## src/rtl/ram_transfer_engine_if.sv

```systemverilog
// rtl/ram_transfer_engine_if.sv - sequencer handshake and dual RAM port bundle for ram_transfer_engine
`timescale 1ns/1ps
interface ram_transfer_engine_if #(
  parameter int WORD_W = 128
);
  // sequencer handshake
  logic              command_transfer;
  logic              read_write_command;
  logic [5:0]        read_address;
  logic [5:0]        write_address;
  logic [9:0]        Data_len_Polynomial;
  logic              interupt_transfer;
  logic              busy;
  // outer operand RAM port
  logic [5:0]        outer_addr;
  logic              outer_rd_en;
  logic              outer_wr_en;
  logic [WORD_W-1:0] outer_wdata;
  logic [WORD_W-1:0] outer_rdata;
  // inner ECC working bank port
  logic [5:0]        inner_addr;
  logic              inner_rd_en;
  logic              inner_wr_en;
  logic [WORD_W-1:0] inner_wdata;
  logic [WORD_W-1:0] inner_rdata;

  // environment side: sequencer plus both RAMs
  modport master (
    output command_transfer, read_write_command, read_address, write_address,
           Data_len_Polynomial, outer_rdata, inner_rdata,
    input  interupt_transfer, busy,
           outer_addr, outer_rd_en, outer_wr_en, outer_wdata,
           inner_addr, inner_rd_en, inner_wr_en, inner_wdata
  );

  // engine side
  modport slave (
    input  command_transfer, read_write_command, read_address, write_address,
           Data_len_Polynomial, outer_rdata, inner_rdata,
    output interupt_transfer, busy,
           outer_addr, outer_rd_en, outer_wr_en, outer_wdata,
           inner_addr, inner_rd_en, inner_wr_en, inner_wdata
  );
endinterface

```

## src/rtl/ram_transfer_engine.sv

```systemverilog
// rtl/ram_transfer_engine.sv - operand copy engine between outer RAM and inner ECC bank; optional TRANSFER_ZERO_FILL_EN
`timescale 1ns/1ps
module ram_transfer_engine #(
  parameter int WORD_W    = 128,
  parameter int MAX_WORDS = 8,
  parameter int RD_LAT    = 1
) (
  input  logic                   clk,
  input  logic                   rst,
  ram_transfer_engine_if.slave   bus
);

  localparam int NW_W = $clog2(MAX_WORDS + 1);
  localparam int WT_W = 2;

  typedef enum logic [2:0] {
    S_IDLE = 3'd0,
    S_RD   = 3'd1,
    S_WT   = 3'd2,
    S_WR   = 3'd3,
    S_FILL = 3'd4,
    S_DONE = 3'd5
  } state_t;

  state_t          state_q, state_d;
  logic            cmd_q, cmd_d;
  logic            dir_q, dir_d;
  logic [5:0]      src_q, src_d;
  logic [5:0]      dst_q, dst_d;
  logic [NW_W-1:0] nwords_q, nwords_d;
  logic [NW_W-1:0] idx_q, idx_d;
  logic [WT_W-1:0] wait_q, wait_d;

  logic            start;
  logic            last_word;
  logic            last_fill;
  logic            fill_go;
  logic [31:0]     ceil_words;
  logic [NW_W-1:0] nwords_calc;
  logic [5:0]      outer_src_addr, outer_dst_addr;
  logic [5:0]      inner_src_addr, inner_dst_addr;

  assign start     = bus.command_transfer & ~cmd_q & (state_q == S_IDLE);
  assign last_word = (idx_q == (nwords_q - NW_W'(1)));
  assign last_fill = (idx_q == NW_W'(MAX_WORDS - 1));

`ifdef TRANSFER_ZERO_FILL_EN
  // only outer->inner copies clear the stale upper words of the bank
  assign fill_go = ~dir_q & (nwords_q < NW_W'(MAX_WORDS));
`else
  assign fill_go = 1'b0;
`endif

  // outer addresses wrap over the whole RAM, inner offsets wrap inside the bank
  assign outer_src_addr = src_q + 6'(idx_q);
  assign outer_dst_addr = dst_q + 6'(idx_q);
  assign inner_src_addr = {src_q[5:3], src_q[2:0] + 3'(idx_q)};
  assign inner_dst_addr = {dst_q[5:3], dst_q[2:0] + 3'(idx_q)};

  // word count from field degree: ceil(m / WORD_W), clamped to 1..MAX_WORDS
  always_comb begin
    ceil_words = (32'(bus.Data_len_Polynomial) + 32'(WORD_W - 1)) / 32'(WORD_W);
    if (ceil_words == 32'd0)
      nwords_calc = NW_W'(1);
    else if (ceil_words > 32'(MAX_WORDS))
      nwords_calc = NW_W'(MAX_WORDS);
    else
      nwords_calc = NW_W'(ceil_words);
  end

  // state and datapath registers
  always_ff @(posedge clk or posedge rst) begin
    if (rst) begin
      state_q  <= S_IDLE;
      cmd_q    <= 1'b0;
      dir_q    <= 1'b0;
      src_q    <= '0;
      dst_q    <= '0;
      nwords_q <= '0;
      idx_q    <= '0;
      wait_q   <= '0;
    end else begin
      state_q  <= state_d;
      cmd_q    <= cmd_d;
      dir_q    <= dir_d;
      src_q    <= src_d;
      dst_q    <= dst_d;
      nwords_q <= nwords_d;
      idx_q    <= idx_d;
      wait_q   <= wait_d;
    end
  end

  // request latch, word index and read-latency wait counter
  always_comb begin
    cmd_d    = bus.command_transfer;
    dir_d    = dir_q;
    src_d    = src_q;
    dst_d    = dst_q;
    nwords_d = nwords_q;
    idx_d    = idx_q;
    wait_d   = wait_q;
    if (start) begin
      dir_d    = bus.read_write_command;
      src_d    = bus.read_address;
      dst_d    = bus.write_address;
      nwords_d = nwords_calc;
      idx_d    = '0;
    end
    case (state_q)
      S_RD:   wait_d = '0;
      S_WT:   wait_d = wait_q + WT_W'(1);
      S_WR: begin
        if (!last_word)
          idx_d = idx_q + NW_W'(1);
        else if (fill_go)
          idx_d = nwords_q;
      end
      S_FILL: idx_d = idx_q + NW_W'(1);
      default: ;
    endcase
  end

  // next-state sequencing: read, wait out latency, write, repeat per word
  always_comb begin
    state_d = state_q;
    case (state_q)
      S_IDLE: if (start) state_d = S_RD;
      S_RD:   state_d = (RD_LAT == 1) ? S_WR : S_WT;
      S_WT:   if (wait_q == WT_W'(RD_LAT - 2)) state_d = S_WR;
      S_WR: begin
        if (!last_word)
          state_d = S_RD;
        else if (fill_go)
          state_d = S_FILL;
        else
          state_d = S_DONE;
      end
      S_FILL: if (last_fill) state_d = S_DONE;
      S_DONE: state_d = S_IDLE;
      default: state_d = S_IDLE;
    endcase
  end

  // RAM strobes and completion pulse, all decoded from the current state
  always_comb begin
    bus.interupt_transfer = 1'b0;
    bus.busy              = (state_q != S_IDLE);
    bus.outer_addr        = '0;
    bus.outer_rd_en       = 1'b0;
    bus.outer_wr_en       = 1'b0;
    bus.outer_wdata       = '0;
    bus.inner_addr        = '0;
    bus.inner_rd_en       = 1'b0;
    bus.inner_wr_en       = 1'b0;
    bus.inner_wdata       = '0;
    case (state_q)
      S_RD: begin
        if (dir_q) begin
          bus.inner_rd_en = 1'b1;
          bus.inner_addr  = inner_src_addr;
        end else begin
          bus.outer_rd_en = 1'b1;
          bus.outer_addr  = outer_src_addr;
        end
      end
      S_WR: begin
        if (dir_q) begin
          bus.outer_wr_en = 1'b1;
          bus.outer_addr  = outer_dst_addr;
          bus.outer_wdata = bus.inner_rdata;
        end else begin
          bus.inner_wr_en = 1'b1;
          bus.inner_addr  = inner_dst_addr;
          bus.inner_wdata = bus.outer_rdata;
        end
      end
      S_FILL: begin
        bus.inner_wr_en = 1'b1;
        bus.inner_addr  = inner_dst_addr;
      end
      S_DONE: bus.interupt_transfer = 1'b1;
      default: ;
    endcase
  end

endmodule

```

## src/flat_wrapper.sv

```systemverilog
// flat-port wrapper written by rule: the top's interface ports become plain ports
module ram_transfer_engine_flat 
#(
  parameter int WORD_W    = 128,
  parameter int MAX_WORDS = 8,
  parameter int RD_LAT    = 1
)
  (clk, rst, bus_command_transfer, bus_read_write_command, bus_read_address, bus_write_address, bus_Data_len_Polynomial, bus_outer_rdata, bus_inner_rdata, bus_interupt_transfer, bus_busy, bus_outer_addr, bus_outer_rd_en, bus_outer_wr_en, bus_outer_wdata, bus_inner_addr, bus_inner_rd_en, bus_inner_wr_en, bus_inner_wdata);
  ram_transfer_engine_if #(.WORD_W(WORD_W)) bus_i ();
  input  logic clk;
  input  logic rst;
  input wire logic [$bits(bus_i.command_transfer)-1:0] bus_command_transfer;
  input wire logic [$bits(bus_i.read_write_command)-1:0] bus_read_write_command;
  input wire logic [$bits(bus_i.read_address)-1:0] bus_read_address;
  input wire logic [$bits(bus_i.write_address)-1:0] bus_write_address;
  input wire logic [$bits(bus_i.Data_len_Polynomial)-1:0] bus_Data_len_Polynomial;
  input wire logic [$bits(bus_i.outer_rdata)-1:0] bus_outer_rdata;
  input wire logic [$bits(bus_i.inner_rdata)-1:0] bus_inner_rdata;
  output wire logic [$bits(bus_i.interupt_transfer)-1:0] bus_interupt_transfer;
  output wire logic [$bits(bus_i.busy)-1:0] bus_busy;
  output wire logic [$bits(bus_i.outer_addr)-1:0] bus_outer_addr;
  output wire logic [$bits(bus_i.outer_rd_en)-1:0] bus_outer_rd_en;
  output wire logic [$bits(bus_i.outer_wr_en)-1:0] bus_outer_wr_en;
  output wire logic [$bits(bus_i.outer_wdata)-1:0] bus_outer_wdata;
  output wire logic [$bits(bus_i.inner_addr)-1:0] bus_inner_addr;
  output wire logic [$bits(bus_i.inner_rd_en)-1:0] bus_inner_rd_en;
  output wire logic [$bits(bus_i.inner_wr_en)-1:0] bus_inner_wr_en;
  output wire logic [$bits(bus_i.inner_wdata)-1:0] bus_inner_wdata;
  assign bus_i.command_transfer = bus_command_transfer;
  assign bus_i.read_write_command = bus_read_write_command;
  assign bus_i.read_address = bus_read_address;
  assign bus_i.write_address = bus_write_address;
  assign bus_i.Data_len_Polynomial = bus_Data_len_Polynomial;
  assign bus_i.outer_rdata = bus_outer_rdata;
  assign bus_i.inner_rdata = bus_inner_rdata;
  assign bus_interupt_transfer = bus_i.interupt_transfer;
  assign bus_busy = bus_i.busy;
  assign bus_outer_addr = bus_i.outer_addr;
  assign bus_outer_rd_en = bus_i.outer_rd_en;
  assign bus_outer_wr_en = bus_i.outer_wr_en;
  assign bus_outer_wdata = bus_i.outer_wdata;
  assign bus_inner_addr = bus_i.inner_addr;
  assign bus_inner_rd_en = bus_i.inner_rd_en;
  assign bus_inner_wr_en = bus_i.inner_wr_en;
  assign bus_inner_wdata = bus_i.inner_wdata;
  ram_transfer_engine #(.WORD_W(WORD_W), .MAX_WORDS(MAX_WORDS), .RD_LAT(RD_LAT)) u_core (.clk(clk), .rst(rst), .bus(bus_i));
endmodule
```

## config.mk

```make
export PLATFORM = sky130hd
export DESIGN_NAME = ram_transfer_engine_flat
export DESIGN_NICKNAME = d
export VERILOG_FILES = /design/src/rtl/ram_transfer_engine_if.sv /design/src/rtl/ram_transfer_engine.sv /design/src/flat_wrapper.sv
export SDC_FILE = /design/constraint.sdc
export NUM_CORES = 1
export LEC_CHECK = 0
export CELL_PAD_IN_SITES_DETAIL_PLACEMENT = 0
export CELL_PAD_IN_SITES_GLOBAL_PLACEMENT = 1
export CORE_AREA = 2 2 218 220
export CTS_BUF_LIST = sky130_fd_sc_hd__clkbuf_4 sky130_fd_sc_hd__clkbuf_8
export DETAILED_ROUTE_END_ITERATION = 7
export DIE_AREA = 0 0 220 222
export PLACE_DENSITY_LB_ADDON = 0.1
export SLEW_MARGIN = 20
export SYNTH_ARGS = -nofsm -noshare
export SYNTH_HDL_FRONTEND = slang
export SYNTH_SLANG_ARGS = --single-unit
```

## constraint.sdc

```tcl
create_clock -name clk -period 2.3 [get_ports clk]
set_clock_uncertainty 0.05 [all_clocks]
set_input_delay 0.46 -clock clk [delete_from_list [all_inputs] [get_ports clk]]
set_output_delay 0.46 -clock clk [all_outputs]
set_load 0.05 [all_outputs]
```

=== After elaboration in Yosys (flattened, before gate mapping) ===
Index checks and enable logic that the tools add are counted.

* Flip-flop bits (word level): 27
* Bits of input ports: 282
* Output and inout port bits: 274
* Logic and storage cells: 64

* $add $sub $neg: 8
* Order comparisons: 1
* Equal/unequal tests: 11
* Multiplexer cells: 28
* Bitwise logic cells: 3
* Reduce and logical (&&, ||, !) cells: 5

{| class="wikitable"
|+ Operator list
! cell !! count
|-
| two-way mux 128 bit || 4
|-
| logical NOT 32 bit || 1
|-
| greater-than comparator 25 x 4 -> 1 bit, second input constant || 1
|-
| two-way mux 6 bit || 4
|-
| one-hot mux 6 bit (3 select lines) || 1
|-
| two-way mux 4 bit || 4
|-
| one-hot mux 3 bit (5 select lines) || 1
|-
| adder 6 x 4 -> 6 bit || 2
|-
| two-way mux 3 bit || 4
|-
| one-hot mux 6 bit (2 select lines) || 1
|-
| adder 10 x 7 -> 11 bit, second input constant || 1
|-
| one-hot mux 4 bit (2 select lines) || 1
|-
| adder 3 bit || 2
|-
| equality test 3 x 2 -> 1 bit, second input constant || 2
|-
| equality test 3 bit, second input constant || 2
|-
| two-way mux 1 bit || 6
|-
| inequality test 2 x 1 -> 1 bit, second input constant || 3
|-
| adder 4 x 1 -> 4 bit, second input constant || 1
|-
| equality test 4 x 3 -> 1 bit, second input constant || 1
|-
| equality test 4 bit || 1
|-
| one-hot mux 2 bit (2 select lines) || 1
|-
| subtractor 4 x 1 -> 4 bit, second input constant || 1
|-
| equality test 3 x 1 -> 1 bit, second input constant || 1
|-
| logical NOT 3 bit || 1
|-
| 8 further kinds || 9
|}

=== Logic depth before layout (Yosys ltp) ===
Gate-level depths: netlist of the first run.

* Depth in word-level cells: 6
* Gate-level depth with buffers: 8
* Gate-level depth less buffers: 8

=== Least setup slack after synthesis of the first run ===
Ideal clock, no wire load.

* Path kind: reg2out
* Start: register u_core.state_q[2]
* End: output port bus_inner_addr[2]
* Arrival: 2.596 ns
* Required time: 1.790 ns
* Setup slack: -0.806 ns
* Stages on the path, launching flop included: 7
* Cells stage by stage: dfrtp_1 buf_6 nor2b_1 nand2_1 o21ai_1 inv_1 o22ai_1

* Cells in the longest elaborated chain, start to end: 2
* Elaborated cells between the ends (all ways): 4

{| class="wikitable"
|+ RTL lines
! item !! RTL line !! text
|-
| start, declared || ram_transfer_engine.sv:25 || <nowiki>state_t state_q, state_d;</nowiki>
|-
| start signal, assigned || ram_transfer_engine.sv:83 || <nowiki>state_q <= state_d;</nowiki>
|-
| equality test 3 bit (tied with other cells) || ram_transfer_engine.sv:157 || <nowiki>case (state_q)</nowiki>
|-
| one-hot mux 6 bit (3 select lines) * || ram_transfer_engine.sv:157 ||
|-
| end, declared || flat_wrapper.sv:25 || <nowiki>output wire logic [$bits(bus_i.inner_addr)-1:0] bus_inner_addr;</nowiki>
|}

Mark *: on every way between the ends. The rest lies on a longest branch, timed or not.

=== Worst setup path in the final report of the first run ===
* Start: register u_core.idx_q[1]
* End: output port bus_outer_addr[4]

* Cells in the longest elaborated chain, start to end: 3
* Elaborated cells between the ends (all ways): 5

{| class="wikitable"
|+ RTL lines
! item !! RTL line !! text
|-
| start, declared || ram_transfer_engine.sv:31 || <nowiki>logic [NW_W-1:0] idx_q, idx_d;</nowiki>
|-
| start signal, assigned || ram_transfer_engine.sv:89 || <nowiki>idx_q <= idx_d;</nowiki>
|-
| adder 6 x 4 -> 6 bit (on tied branches) || ram_transfer_engine.sv:56, ram_transfer_engine.sv:55 ||
|-
| two-way mux 6 bit (on tied branches) || ram_transfer_engine.sv:168, ram_transfer_engine.sv:159 ||
|-
| one-hot mux 6 bit (2 select lines) * || ram_transfer_engine.sv:157 ||
|-
| end, declared || flat_wrapper.sv:21 || <nowiki>output wire logic [$bits(bus_i.outer_addr)-1:0] bus_outer_addr;</nowiki>
|}

Marked as above.

==> results of run 1 <==
==> Yosys cell counts, drive strengths merged, types with 2 or more instances <==
| library cell | instances |
|---|---|
| a21o | 6 |
| a21oi | 8 |
| a22o | 6 |
| and2 | 257 |
| buf | 8 |
| clkbuf | 27 |
| dfrtp | 27 |
| fa | 2 |
| ha | 11 |
| inv | 13 |
| mux2 | 13 |
| nand2 | 12 |
| nand2b | 6 |
| nand3 | 7 |
| nor2 | 6 |
| nor2b | 3 |
| nor3 | 5 |
| o21ai | 13 |
| o22ai | 6 |
| or3 | 2 |
| xnor2 | 9 |
| xor2 | 9 |
==> kinds of logic (layout without fill, tap and decap cells) <==
| group | count (synthesis) | after routing | synth area share [%] |
|---|---|---|---|
| other | 0 | 3 | 0 |
| AOI/OAI and AO/OA | 42 | 42 | 7.59 |
| and+or+nand+nor | 302 | 302 | 52.2 |
| xor gates and xnor gates | 18 | 18 | 4.49 |
| buffers and inverters | 48 | 693 | 6.37 |
| DFF | 27 | 27 | 19.2 |
| adders and majority gates | 13 | 13 | 5.06 |
| muxes | 13 | 13 | 5.02 |
==> power by group <==
part | switching, W | internal, W
Sequential | 0.000258 | 0.000687
Combinational | 0.0115 | 0.0121
Clock | 0.000175 | 0.000137
Total | 0.0119 | 0.0129
==> sequential cells by signal, indices dropped and copies added (netlist names) <==
name             cells
u_core.idx_q         4
u_core.wait_q        2
u_core.cmd_q         1
u_core.src_q         6
u_core.state_q       3
u_core.dir_q         1
u_core.dst_q         6
u_core.nwords_q      4
==> final cells by class <==
type	count	area, µm²	share of cell area [%]
antenna	3	7.51	0.0498
timing repair buffer	674	9870	65.4
timing repair inverter	2	60.1	0.398
sequential	27	677	4.49
tap	607	759	5.03
multi-input combinational	388	3590	23.8
inverter	13	70.1	0.464
clock buffer	4	48.8	0.323
==> path summary, 6_finish.rpt <==
path	to	slack (ns)	cells past startpoint
worst min register to register	u_core.nwords_q[3]	0.46	2
max in group asynchronous	u_core.idx_q[1]	1.40	3
worst max-delay path	bus_outer_addr[4]	-0.31	7
worst max register to register	u_core.src_q[2]	0.16	7
worst min-delay path	u_core.nwords_q[3]	0.46	2
min in group asynchronous	u_core.wait_q[1]	0.49	3
==> per-stage QoR <==
step / setup TNS [ns] / util [%]
after floorplan: -13.97 / -
after global placement: -0.311 / 26.4
after detailed placement: -0.318 / 26.4
after CTS: -44.72 / 32.7
after global routing: -50.30 / 32.6
final: -28.95 / 32.6
==> critical path, cell delays in order (launching register included) <==
cell and delay, ns:
dfrtp_2 0.48, buf_6 0.14, fa_2 0.37, a21o_1 0.19, a21oi_2 0.18, xor2_2 0.19, o22ai_4 0.10, buf_12 0.16
==> per-layer routing <==
| layer | track usage, % | wire length (µm) |
|---|---|---|
| met1 | 17.6 | 14700 |
| met2 | 31.3 | 22400 |
| met3 | 5.58 | 3830 |
| met4 | 3.64 | 811 |
| met5 | 0 | 31 |
==> repair_timing <==
action / 4_1_cts / 5_1_grt
pin swaps: 197 / 81
endpoints found under the hold margin: 0 / 0
setup buffers: 48 / 30
endpoints found under the setup margin: 269 / 270
resized for setup: 463 / 87
gates cloned: 33 / 2
==> run summary, run 1 <==
Post-Syn Area - 3510 µm²
critical path peak fanout - 4
GRT Residual Overflow - 0
total power draw - 0.0248 W
Fmax - 383 MHz
RSZ-0062 raised after global routing - yes
Syn Area/Cell - 7.59 µm²
CP startpoint kind - flop
Longest Clk Path Bufs - 2
Main synth FF type - dfrtp_1
violated checks - negative setup slack
Hold WS - 0.461 ns
Clock Tree Root - clkbuf_8
share of layout cells above drive strength 1 - 64.4%
vias in the first global route - 6,326
Final Cycle Share - 114%
vias - 5,797
Iter 0 DRT Violations - 214
IO Port Bufs - 555
Setup WS post-layout - -0.312 ns
die area - 48,800 µm²
Seq cells post-synth - 27
Pleak - 6.36 nW
clock slew at reported path FFs - 0.10 ns
commonest non-fill, non-tap cell in the layout - clkdlybuf4s50_1
Initial Util - 7.59%
ANT nets after route - 0
synth unique cells - 34
CTS Buf Count - 3
pin count of the biggest net entering global routing - 28
total iterations of the first detailed-routing run - 4
Post-CTS Hold Fix Bufs - 0
CTS H-Tree Depth - 1
core footprint - 46,300 µm²
I/O pins - 556
first-pass GRT wire length - 55,400 µm
Critical Path Start - u_core.idx_q[1]
ys async rst share - 100%
register area share after synthesis - 19.2%
dpl ws - -0.150 ns
synth-to-layout area growth - 329%
dpl cell area - 12,200 µm²
Worst slew margin - 73.6%
Ys Warns - 0
Max-cap violations - 0
Worst EP required - 1.79 ns
DR vias/cell - 3.37
share of the synthesized area in the top cell type - 45.8%
syn nets - 758
CTS tree - built
most frequent cells in the layout - 281 x clkdlybuf4s50_1, 256 x and2_4, 256 x buf_12
kind of critical path - reg2out
DIE HEIGHT - 222 µm
status - finished with violations
top cell type by total area after synthesis - and2_1
# nets final - 1,404
Post-Place Cells - 1,633
Max VDD drop - 0.779 mV
Total Wirelength - 41,700 µm
GPL Wtd Cong - 0.748
Final Setup Violations - 254
Finished Cell Area - 15,100 µm²
antenna violations before repair - 8
DR WL/cell - 24.3 µm
Slew Limit Fails - 0
Tmin final - 2.61 ns
largest cells by area after synthesis - and2_1 46%, dfrtp_1 19%, ha_1 3.9%
Worst Tran Pin Value - 0.397 ns
Site Rows - 79
Cells after Synth - 463
Worst R2R Start - u_core.state_q[1]
P per Cell Area - 1640 nW/µm²
drt drc - 0
Crit. End Element - primary output
Worst EP arrival - 2.10 ns
Hold Startpoint - u_core.nwords_q[3]
post-route insts no fill - 1,718
Total GRT Usage - 16.6%
Clk Latency, worst-skew pair - 0.29 ns
CTS Sinks - 27
post-DP HPWL - 33,600 µm
class of the worst hold path - reg2reg
Hold Fails Final Rpt - 0
DIE WIDTH - 220 µm
EDFF count, synth - 0
fillers - 4,714
Power figures use the tool's default switching activity.
==> inputs of run 2 (changes only) <==
--- a/config.mk
+++ b/config.mk
@@ -9,6 +9,7 @@
 export CELL_PAD_IN_SITES_GLOBAL_PLACEMENT = 1
 export CORE_AREA = 2 2 218 220
 export CTS_BUF_LIST = sky130_fd_sc_hd__clkbuf_4 sky130_fd_sc_hd__clkbuf_8
+export CTS_CLUSTER_SIZE = 14
 export DETAILED_ROUTE_END_ITERATION = 7
 export DIE_AREA = 0 0 220 222
 export PLACE_DENSITY_LB_ADDON = 0.1
==> results of run 2 <==
Same layout as run 1: the final DEF is identical, and so are final timing and power.
